===== config.mk =====
export PLATFORM = sky130hd
export DESIGN_NAME = prio_encoder4_2_hs
export DESIGN_NICKNAME = d
export VERILOG_FILES = /design/src/rtl/prio_encoder4_2_hs_pkg.sv /design/src/rtl/prio_pick4.sv /design/src/rtl/prio_encoder4_2_hs.sv
export SDC_FILE = /design/constraint.sdc
export NUM_CORES = 1
export LEC_CHECK = 0
export CAP_MARGIN = 0
export CORE_AREA = 2 2 39 41
export CTS_BUF_LIST = sky130_fd_sc_hd__clkbuf_16
export DETAILED_ROUTE_END_ITERATION = 16
export DIE_AREA = 0 0 41 43
export DONT_BUFFER_PORTS = 1
export RECOVER_POWER = 100
export SLEW_MARGIN = 20
export SYNTH_ARGS = -nofsm -noshare
export SYNTH_HDL_FRONTEND = slang
export SYNTH_SLANG_ARGS = --single-unit
export TNS_END_PERCENT = 30

===== constraint.sdc =====
create_clock -name clk -period 0.96 [get_ports clk]
set_input_delay 0.096 -clock clk [delete_from_list [all_inputs] [get_ports clk]]
set_output_delay 0.096 -clock clk [all_outputs]
set_load 0.05 [all_outputs]

===== src/rtl/prio_encoder4_2_hs_pkg.sv =====
// Shared definitions for the registered 4-to-2 request encoder.
// Sizes, FSM state codes and a one-hot helper used by the top and the picker.
package encoder_defs;

    localparam int unsigned NUM_REQ = 4;
    localparam int unsigned IDX_W   = 2;

    typedef enum logic {
        ST_IDLE = 1'b0,
        ST_HOLD = 1'b1
    } state_t;

    function automatic logic [NUM_REQ-1:0] idx_onehot(input logic [IDX_W-1:0] idx);
        return NUM_REQ'(1) << idx;
    endfunction

endpackage


===== src/rtl/prio_pick4.sv =====
// Combinational 4-way picker: fixed priority (index 3 highest) or
// round-robin starting just after 'start' and wrapping mod 4.
module prio_pick4
    import encoder_defs::*;
(
    input  logic [NUM_REQ-1:0] vec,
    input  logic [IDX_W-1:0]   start,
    input  logic               rr_en,
    output logic [IDX_W-1:0]   idx,
    output logic               any
);

    logic [IDX_W-1:0] cand;

    always_comb begin
        idx  = '0;
        cand = '0;
        any  = |vec;
        if (!rr_en) begin
            for (int unsigned i = 0; i < NUM_REQ; i++) begin
                if (vec[i]) idx = IDX_W'(i);
            end
        end else begin
            // Walk from farthest to nearest so start+1 is assigned last and wins;
            // k=NUM_REQ truncates to offset 0, making 'start' itself the lowest priority.
            for (int unsigned k = NUM_REQ; k >= 1; k--) begin
                cand = start + IDX_W'(k);
                if (vec[cand]) idx = cand;
            end
        end
    end

endmodule


===== src/rtl/prio_encoder4_2_hs.sv =====
// Registered 4-to-2 encoder: sticky pending bits from request pulses, one
// index reported at a time on idx_out with a valid/ready handshake.
module prio_encoder4_2_hs
    import encoder_defs::*;
#(
    parameter bit ROUND_ROBIN = 1'b0
) (
    input  logic               clk,
    input  logic               rst,
    input  logic [NUM_REQ-1:0] req,
    input  logic               ready_in,
    output logic [IDX_W-1:0]   idx_out,
    output logic               valid_out,
    output logic [NUM_REQ-1:0] pending,
    output logic               overflow
);

    state_t             state;
    state_t             state_n;
    logic               load_idx;
    logic               accept;
    logic [NUM_REQ-1:0] clr_mask;
    logic [IDX_W-1:0]   last_grant;
    logic [IDX_W-1:0]   pick_idx;
    logic               pick_any;

    prio_pick4 u_pick (
        .vec   (pending),
        .start (last_grant),
        .rr_en (ROUND_ROBIN),
        .idx   (pick_idx),
        .any   (pick_any)
    );

    assign accept   = valid_out & ready_in;
    assign clr_mask = accept ? idx_onehot(idx_out) : '0;

    always_ff @(posedge clk or posedge rst) begin
        if (rst) state <= ST_IDLE;
        else     state <= state_n;
    end

    always_comb begin
        state_n  = state;
        load_idx = 1'b0;
        unique case (state)
            ST_IDLE: begin
                if (pick_any) begin
                    state_n  = ST_HOLD;
                    load_idx = 1'b1;
                end
            end
            ST_HOLD: begin
                if (ready_in) state_n = ST_IDLE;
            end
            default: state_n = ST_IDLE;
        endcase
    end

    // Picker sees pending before this edge's req; set beats clear on the same bit.
    always_ff @(posedge clk or posedge rst) begin
        if (rst) begin
            pending    <= '0;
            idx_out    <= '0;
            valid_out  <= 1'b0;
            overflow   <= 1'b0;
            last_grant <= IDX_W'(NUM_REQ - 1);
        end else begin
            pending   <= (pending & ~clr_mask) | req;
            overflow  <= |(req & pending & ~clr_mask);
            valid_out <= (state_n == ST_HOLD);
            if (load_idx) idx_out    <= pick_idx;
            if (accept)   last_grant <= idx_out;
        end
    end

endmodule

## Word level (Yosys, flattened, before mapping)

Index checks and enable logic that the tools add are counted.

| word-level totals | value |
|---|---|
| flip-flop bits (word level) | 8 |
| output and inout port bits | 8 |
| logic and storage cells | 22 |

| cells by class | value |
|---|---|
| shifts and indexed selects | 1 |
| mux-type cells | 8 |
| bitwise logic cells | 7 |
| reduce and logical (&&, ||, !) cells | 2 |

Operators by type and width:

| kind | number |
|---|---|
| AND 4 bit | 3 |
| OR reduction 4 bit | 2 |
| 2-to-1 mux 1 bit | 4 |
| 2-to-1 mux 2 bit | 2 |
| 2-to-1 mux 4 bit | 1 |
| inverter 4 bit | 1 |
| bitwise OR 4 bit | 1 |
| left shift 1 x 2 -> 4 bit (first input constant) | 1 |
| case mux 1 bit (2 select lines) | 1 |
| AND 1 bit | 1 |
| inverter 1 bit | 1 |

## Depth between registers and ports, before layout

Gate-level depths: netlist of run 1.

| logic depth | value |
|---|---|
| word-level depth | 5 |
| mapped depth | 4 |
| depth with buffers taken out | 3 |

## By module

A second synthesis of run 1 with hierarchy kept.

| second synthesis, totals | value |
|---|---|
| cells, all modules | 51 |
| area total of the unflattened synthesis | 509.2 µm² |

Modules (own cells, without submodules):

| module | instances | cells each | area each (µm²) | sequential area each (µm²) |
|---|---|---|---|---|
| prio_encoder4_2_hs | 1 | 35 | 414.1 | 252.7 |
| prio_pick4 | 1 | 16 | 95.1 | 0.0 |

## Worst setup path after synthesis of run 1

Ideal clock, no wire load.

| path | value |
|---|---|
| path kind | register to register |
| start point | register valid_out |
| end point | register overflow |
| library setup time | 139 ps |
| data arrival time | 1256 ps |
| setup slack | -435 ps |
| cell stages (with the launch flop) | 5 |
| buffers on the path | 1 |
| period minus slack after synthesis | 1395 ps |
| path through | dfrtp_1 -> buf_4 -> nand4bb_4 -> a32oi_1 -> o221ai_1 |

| between the ends | value |
|---|---|
| longest elaborated chain between the ends | 5 |

Ends and longest elaborated chain:

| item | RTL line | source |
|---|---|---|
| start: declaration | prio_encoder4_2_hs.sv:13 | `output logic valid_out,` |
| start signal: assignment | prio_encoder4_2_hs.sv:71 | `valid_out <= (state_n == ST_HOLD);` |
| AND 1 bit | prio_encoder4_2_hs.sv:35 | `assign accept = valid_out & ready_in;` |
| 2-to-1 mux 4 bit | prio_encoder4_2_hs.sv:36 | `assign clr_mask = accept ? idx_onehot(idx_out) : '0;` |
| inverter 4 bit | prio_encoder4_2_hs.sv:70 | `overflow <= \|(req & pending & ~clr_mask);` |
| AND 4 bit | prio_encoder4_2_hs.sv:70 |  |
| OR reduction 4 bit | prio_encoder4_2_hs.sv:70 |  |
| end signal: assignment | prio_encoder4_2_hs.sv:70 |  |
| end: declaration | prio_encoder4_2_hs.sv:15 | `output logic overflow` |

Every way passes these cells.
A chain may end at the register's enable or synchronous reset.

## Worst setup path in the final report of run 1

| path | value |
|---|---|
| start point | register idx_out[0] |
| end point | register overflow |

| between the ends | value |
|---|---|
| longest elaborated chain between the ends | 5 |

Ends and longest elaborated chain:

| item | RTL line | source |
|---|---|---|
| start: declaration | prio_encoder4_2_hs.sv:12 | `output logic [IDX_W-1:0] idx_out,` |
| start signal: assignment | prio_encoder4_2_hs.sv:72 | `if (load_idx) idx_out <= pick_idx;` |
| left shift 1 x 2 -> 4 bit | prio_encoder4_2_hs_pkg.sv:14 | `return NUM_REQ'(1) << idx;` |
| 2-to-1 mux 4 bit | prio_encoder4_2_hs.sv:36 |  |
| inverter 4 bit | prio_encoder4_2_hs.sv:70 |  |
| AND 4 bit | prio_encoder4_2_hs.sv:70 |  |
| OR reduction 4 bit | prio_encoder4_2_hs.sv:70 |  |

Every way passes these cells.

==> flow_metrics.py, run 1 <==
metrics = {
    "outcome": {
        "status": "finished with violations",
        "violations": "setup timing",
    },
    "floorplan": {
        "die_x_microns": 41,
        "start_util_pct": 27.0,
        "rows": 14,
        "die-height_microns": 43,
        "coreArea_sq_um": 1380,
        "boundaryPins": 15,
        "die-area_sq_um": 1760,
    },
    "placement": {
        "place_hpwl_microns": 656,
        "place_area_sq_um": 480,
        "place_congestion": 0.773,
        "port_buffers": 0,
        "place_ws_ps": -150,
    },
    "worst_setup_path": {
        "crit_path_start": "idx_out[0]",
        "r2r_end": "overflow",
        "crit_family": "flip-flops",
        "crit_path_start_kind": "flop",
        "rr_worst_depth": 3,
        "cpPeakStageDelay_ps": 410,
        "cp.arrival_ps": 1220,
        "r2r_slack_ps": -160,
        "critPathKind": "reg2reg",
        "cp_num_buf_inv": 0,
        "cp_max_fo": 4,
        "cp_slowest_cell": "dfrtp_2",
        "endpoint_kind": "flop",
        "path_cells": "nand4bb_4, a32oi_1, o221ai_1",
        "reg2reg_from": "idx_out[0]",
        "crit_required_ps": 1060,
    },
    "routing": {
        "via_count": 363,
        "first_pass_iters": 4,
        "ant_nets": 0,
        "drcViolationCount": 0,
        "via_per_inst": 4.78,
        "drt-total-wl_microns": 1000,
        "routedWlPerCell_microns": 13.2,
        "drtIter0Drc": 4,
    },
    "synth": {
        "syn_nets": 43,
        "avgSynthCellArea_sq_um": 10.4,
        "syn_area_sq_um": 374,
        "seq_area_frac_synth_pct": 53.5,
        "yosysWarnings": 0,
        "synth_edf_count": 0,
        "synth-seq-cells": 8,
        "synth_top_flop_cell": "dfrtp_1",
        "netlist-cell-type-count": 17,
        "synthArstFlopShare_pct": 100,
        "syn_inst": 36,
    },
    "cts": {
        "cts.clk_slew.worst_paths_ps": 40,
        "clk_latency_ps": 230,
        "ctsRootBufferMaster": "clkbuf_16",
        "clock_sinks": 8,
        "cts_buffers": 3,
        "cts_max_path_buffers": 2,
        "cts-htree-levels": 1,
        "cts_tree": "yes",
    },
    "cells_and_area": {
        "final_common_cell": "buf_6",
        "diodes": 0,
        "register_area_sq_um": 204,
        "drive_gt1_share_pct": 40.0,
        "syn_to_final_growth_pct": 83.6,
        "final_cell_mix": "7 x buf_6, 6 x dlygate4sd3_1",
        "multi_input_area_sq_um": 155,
        "fill_cells": 125,
        "fin_nets": 68,
        "design_area_sq_um": 687,
    },
    "hold_path": {
        "hp-class": "in2reg",
        "holdPathStages": 2,
        "min_to": "overflow",
        "hold_path.startpoint": "req[0]",
    },
    "timing": {
        "rsz0062_at_grt": "true",
        "setup_tns_ps": -397,
        "max-slew-margin-rel_pct": 79.3,
        "setup_viol": 6,
        "slew_violations": 0,
        "skew_ps": 1.66,
        "fmax_ghz": 0.893,
        "fin_crit_sh_pct": 117,
        "finalHoldViolCount": 0,
        "period_minus_slack_ps": 1120,
        "worst_pin_slew_ps": 311,
        "setup_ws_ps": -160,
    },
    "power": {
        "p_clk_share_pct": 48.5,
        "p_per_area_nw_per_um2": 2130,
        "pwr-share-seq_pct": 27.8,
        "max-vdd-ir-drop_mv": 1.34,
        "p_leak_nw": 0.300,
        "power_frac_comb_pct": 23.8,
        "p_int_mw": 1.08,
        "p_sw_mw": 0.388,
        "swShare_pct": 26.5,
    },
    "global_route": {
        "grt_pass1_vias": 366,
        "grt_max_degree": 9,
        "grt_antenna_before_repair": 0,
        "grt_usage_pct": 12.6,
        "grt_pass1_wl_microns": 1470,
        "grt_overflow": 0,
    },
    "run": {
        "cap_violations": 0,
    },
}
cells by family after synthesis:
group,share of synthesized area [%]
and+or+nand+nor,20.7
AOI/OAI and AO/OA,19.7
buffers and inverters,6.02
DFF,53.5
cell type report:
class / count / area share (%)
inverters: 4 / 2.19
multi-input cells: 23 / 22.6
clock inverters: 1 / 0.546
flip-flops and latches: 8 / 29.7
clock buffers: 3 / 10.9
repair buffers: 21 / 31.1
well taps: 16 / 2.91
timing repair:
item | in CTS | in global routing
setup buffers | 1 | 2
endpoints found under the setup margin | 8 | 11
hold buffers | 6 | 0
gates cloned | 0 | 0
pin swaps | 1 | 2
resized for setup | 7 | 9
hold endpoints to repair | 13 | 0
cells in the mapped netlist (2+ instances only):
| library cell | number | area share (%) |
|---|---|---|
| dfrtp_1 | 8 | 54 |
| o21ai_0 | 5 | 6.7 |
| inv_1 | 4 | 4.0 |
| nor2_1 | 3 | 3.0 |
| a21oi_1 | 2 | 2.7 |
| nand2_1 | 2 | 2.0 |
| nand3_1 | 2 | 2.7 |
per-layer routing:
metal  vias to the layer above  track usage (%)  share of wire, %
met3                         2             1.57               4.2
met5                         -                0                 0
met2                        12             17.8                51
met1                       171             17.4                43
met4                         0             8.00               1.5
li1                        178                -                 -
worst max path at each step:
stage                     cells after the start        to  slack, ps
after detailed placement                      3  overflow       -150
after global routing                          3  overflow       -220
after CTS                                     3  overflow       -160
after global placement                        3  overflow       -130
after floorplan                               4  overflow       -260
final                                         3  overflow       -160
per-stage QoR:
step / std cells / hold slack, ps / utilization (%) / total power, mW
2_1_floorplan: 36 / -88.5 / - / 0.582
3_3_place_gp: 63 / -51.6 / 34.7 / 0.673
3_5_place_dp: 63 / -49.1 / 34.7 / 0.676
4_1_cts: 74 / 47.6 / 47.2 / 1.44
5_1_grt: 76 / 62.3 / 49.6 / 1.52
6_report: 76 / 46.4 / 49.6 / 1.47
power groups by stage:
stage | registers [mW] | logic, mW | clock network, mW
6_report | 0.407 | 0.348 | 0.710
5_1_grt | 0.411 | 0.369 | 0.737
4_1_cts | 0.404 | 0.311 | 0.724
3_5_place_dp | 0.407 | 0.269 | 0
3_3_place_gp | 0.404 | 0.268 | 0
2_1_floorplan | 0.508 | 0.0736 | 0
sequential cells by signal, summed over array words and instances, names as in the netlist:
name	count
overflow	1
valid_out	1
pending	4
idx_out	2
(Power assumes the default switching activity.)
==> run 2, diff against run 1 <==
- PLACE_DENSITY: unset -> 0.45
==> flow_metrics.py, run 2 (synthesized netlist as in run 1, its figures left out) <==
metrics = {
    "timing": {
        "worst_pin_slew_ps": 309,
        "fmax_ghz": 0.901,
        "slew_violations": 0,
        "finalHoldViolCount": 0,
        "setup_ws_ps": -150,
        "rsz0062_at_grt": "true",
        "setup_viol": 5,
        "whs_ps": 41.8,
        "skew_ps": 2.69,
        "period_minus_slack_ps": 1110,
        "fin_crit_sh_pct": 116,
        "max-slew-margin-rel_pct": 79.4,
    },
    "worst_setup_path": {
        "cp.arrival_ps": 1200,
        "reg2reg_from": "idx_out[0]",
        "cp_max_fo": 4,
        "crit_path_start_kind": "flop",
        "crit_required_ps": 1050,
        "rr_worst_depth": 3,
        "r2r_slack_ps": -150,
        "endpoint_kind": "flop",
        "critPathKind": "reg2reg",
        "r2r_end": "overflow",
    },
    "cts": {
        "ctsRootBufferMaster": "clkbuf_16",
        "cts-htree-levels": 1,
        "cts_buffers": 3,
        "clock_sinks": 8,
        "post_cts_buffers": 0,
        "clk_latency_ps": 230,
        "cts_tree": "yes",
        "cts.clk_slew.worst_paths_ps": 40,
        "cts_max_path_buffers": 2,
    },
    "cells_and_area": {
        "syn_to_final_growth_pct": 80.3,
        "largest_register_ffs": 4,
        "drive_gt1_share_pct": 41.4,
        "reg_top3": "pending: 4 flops, idx_out: 2 flops",
        "final_common_cell": "buf_6",
        "register_area_sq_um": 205,
        "final_cell_mix": "7 x buf_6, 6 x dlygate4sd3_1, 5 x inv_1",
        "multi_input_area_sq_um": 159,
        "diodes": 0,
        "regMostFlops": "pending",
        "finalNonFillerCells": 74,
        "fill_cells": 132,
        "fin_nets": 66,
    },
    "global_route": {
        "grt_usage_pct": 13.7,
        "grt_pass1_wl_microns": 1630,
        "grt_antenna_before_repair": 0,
        "grt_max_degree": 9,
        "grt_overflow": 0,
        "grt_pass1_vias": 404,
    },
    "floorplan": {
        "die_x_microns": 41,
        "boundaryPins": 15,
        "die-area_sq_um": 1760,
        "start_util_pct": 27.0,
        "coreArea_sq_um": 1380,
        "rows": 14,
        "die-height_microns": 43,
    },
    "hold_path": {
        "hold_path.startpoint": "req[0]",
        "hp-class": "in2reg",
        "holdPathStages": 2,
        "min_to": "overflow",
    },
    "power": {
        "power_frac_comb_pct": 22.5,
        "p_int_mw": 1.06,
        "p_per_area_nw_per_um2": 2130,
        "pwr-share-seq_pct": 28.6,
        "max-vdd-ir-drop_mv": 1.05,
        "swShare_pct": 26.0,
        "p_leak_nw": 0.292,
        "p_sw_mw": 0.373,
        "p_total_mw": 1.43,
        "p_clk_share_pct": 48.9,
    },
    "routing": {
        "via_per_inst": 4.59,
        "ant_nets": 0,
        "routedWlPerCell_microns": 12.4,
        "first_pass_iters": 2,
        "via_count": 340,
        "drcViolationCount": 0,
        "drtIter0Drc": 2,
        "drt-total-wl_microns": 920,
    },
    "placement": {
        "place_congestion": 0.809,
        "port_buffers": 0,
        "placed_cells": 64,
        "place_ws_ps": -167,
    },
    "outcome": {
        "violations": "setup timing",
        "status": "finished with violations",
    },
    "run": {
        "cap_violations": 0,
    },
}
-- run 2: changes by cell type in the layout (fill, tap and decap cells not counted) --
cell	change
buf_8	-2
buf_12	+1
buf_4	-1
dfrtp_1	-1
dfrtp_2	+1
o21ai_1	-1
o21ai_2	+1
-- run 2: worst max path at each step --
stage	startpoint	to	slack, ps
2_1_floorplan	valid_out	overflow	-260
3_3_place_gp	idx_out[1]	overflow	-130
3_5_place_dp	idx_out[1]	overflow	-170
4_1_cts	idx_out[0]	overflow	-170
5_1_grt	idx_out[0]	overflow	-200
6_report	idx_out[0]	overflow	-150
-- run 2: area by class of cell --
| type | instances | share of cell area, % |
|---|---|---|
| sequential | 8 | 30.4 |
| timing repair buffer | 19 | 29.1 |
| multi-input combinational | 23 | 23.6 |
| clock buffer | 3 | 11.1 |
| tap | 16 | 2.97 |
| inverter | 4 | 2.23 |
| clock inverter | 1 | 0.557 |
-- run 2: repair_timing --
item	in CTS	in global routing
endpoints found under the setup margin	8	14
pin swaps	2	1
resized for setup	4	10
hold endpoints to repair	13	0
hold buffers	6	0
-- run 2: power groups by stage --
| stage | clock [mW] | combinational, mW | sequential (mW) |
|---|---|---|---|
| floorplan | 0 | 0.0736 | 0.508 |
| global placement | 0 | 0.277 | 0.405 |
| detailed placement | 0 | 0.279 | 0.410 |
| CTS | 0.724 | 0.308 | 0.407 |
| global route | 0.743 | 0.345 | 0.416 |
| finish | 0.701 | 0.322 | 0.410 |
-- run 2: critical path, cell delays in order (launching register included) --
cell	delay, ps
dfrtp_2	420
nand4bb_4	230
a32oi_1	200
o221ai_1	120
-- run 2: metrics by stage --
| step | util, % | area, sq um | TNS [ps] |
|---|---|---|---|
| after floorplan | - | 382 | -1120 |
| after global placement | 36.2 | 500 | -138 |
| after detailed placement | 36.2 | 500 | -249 |
| after CTS | 47.0 | 651 | -397 |
| after global routing | 48.7 | 674 | -558 |
| final | 48.7 | 674 | -317 |
-- run 2: layer usage --
metal  GRT usage, %  share of wire (%)  wire [microns]
met1           16.7                 43             392
met2           22.2                 51             465
met3           5.76                6.7              62
met4           2.00                  0               0
met5              0                  0               0
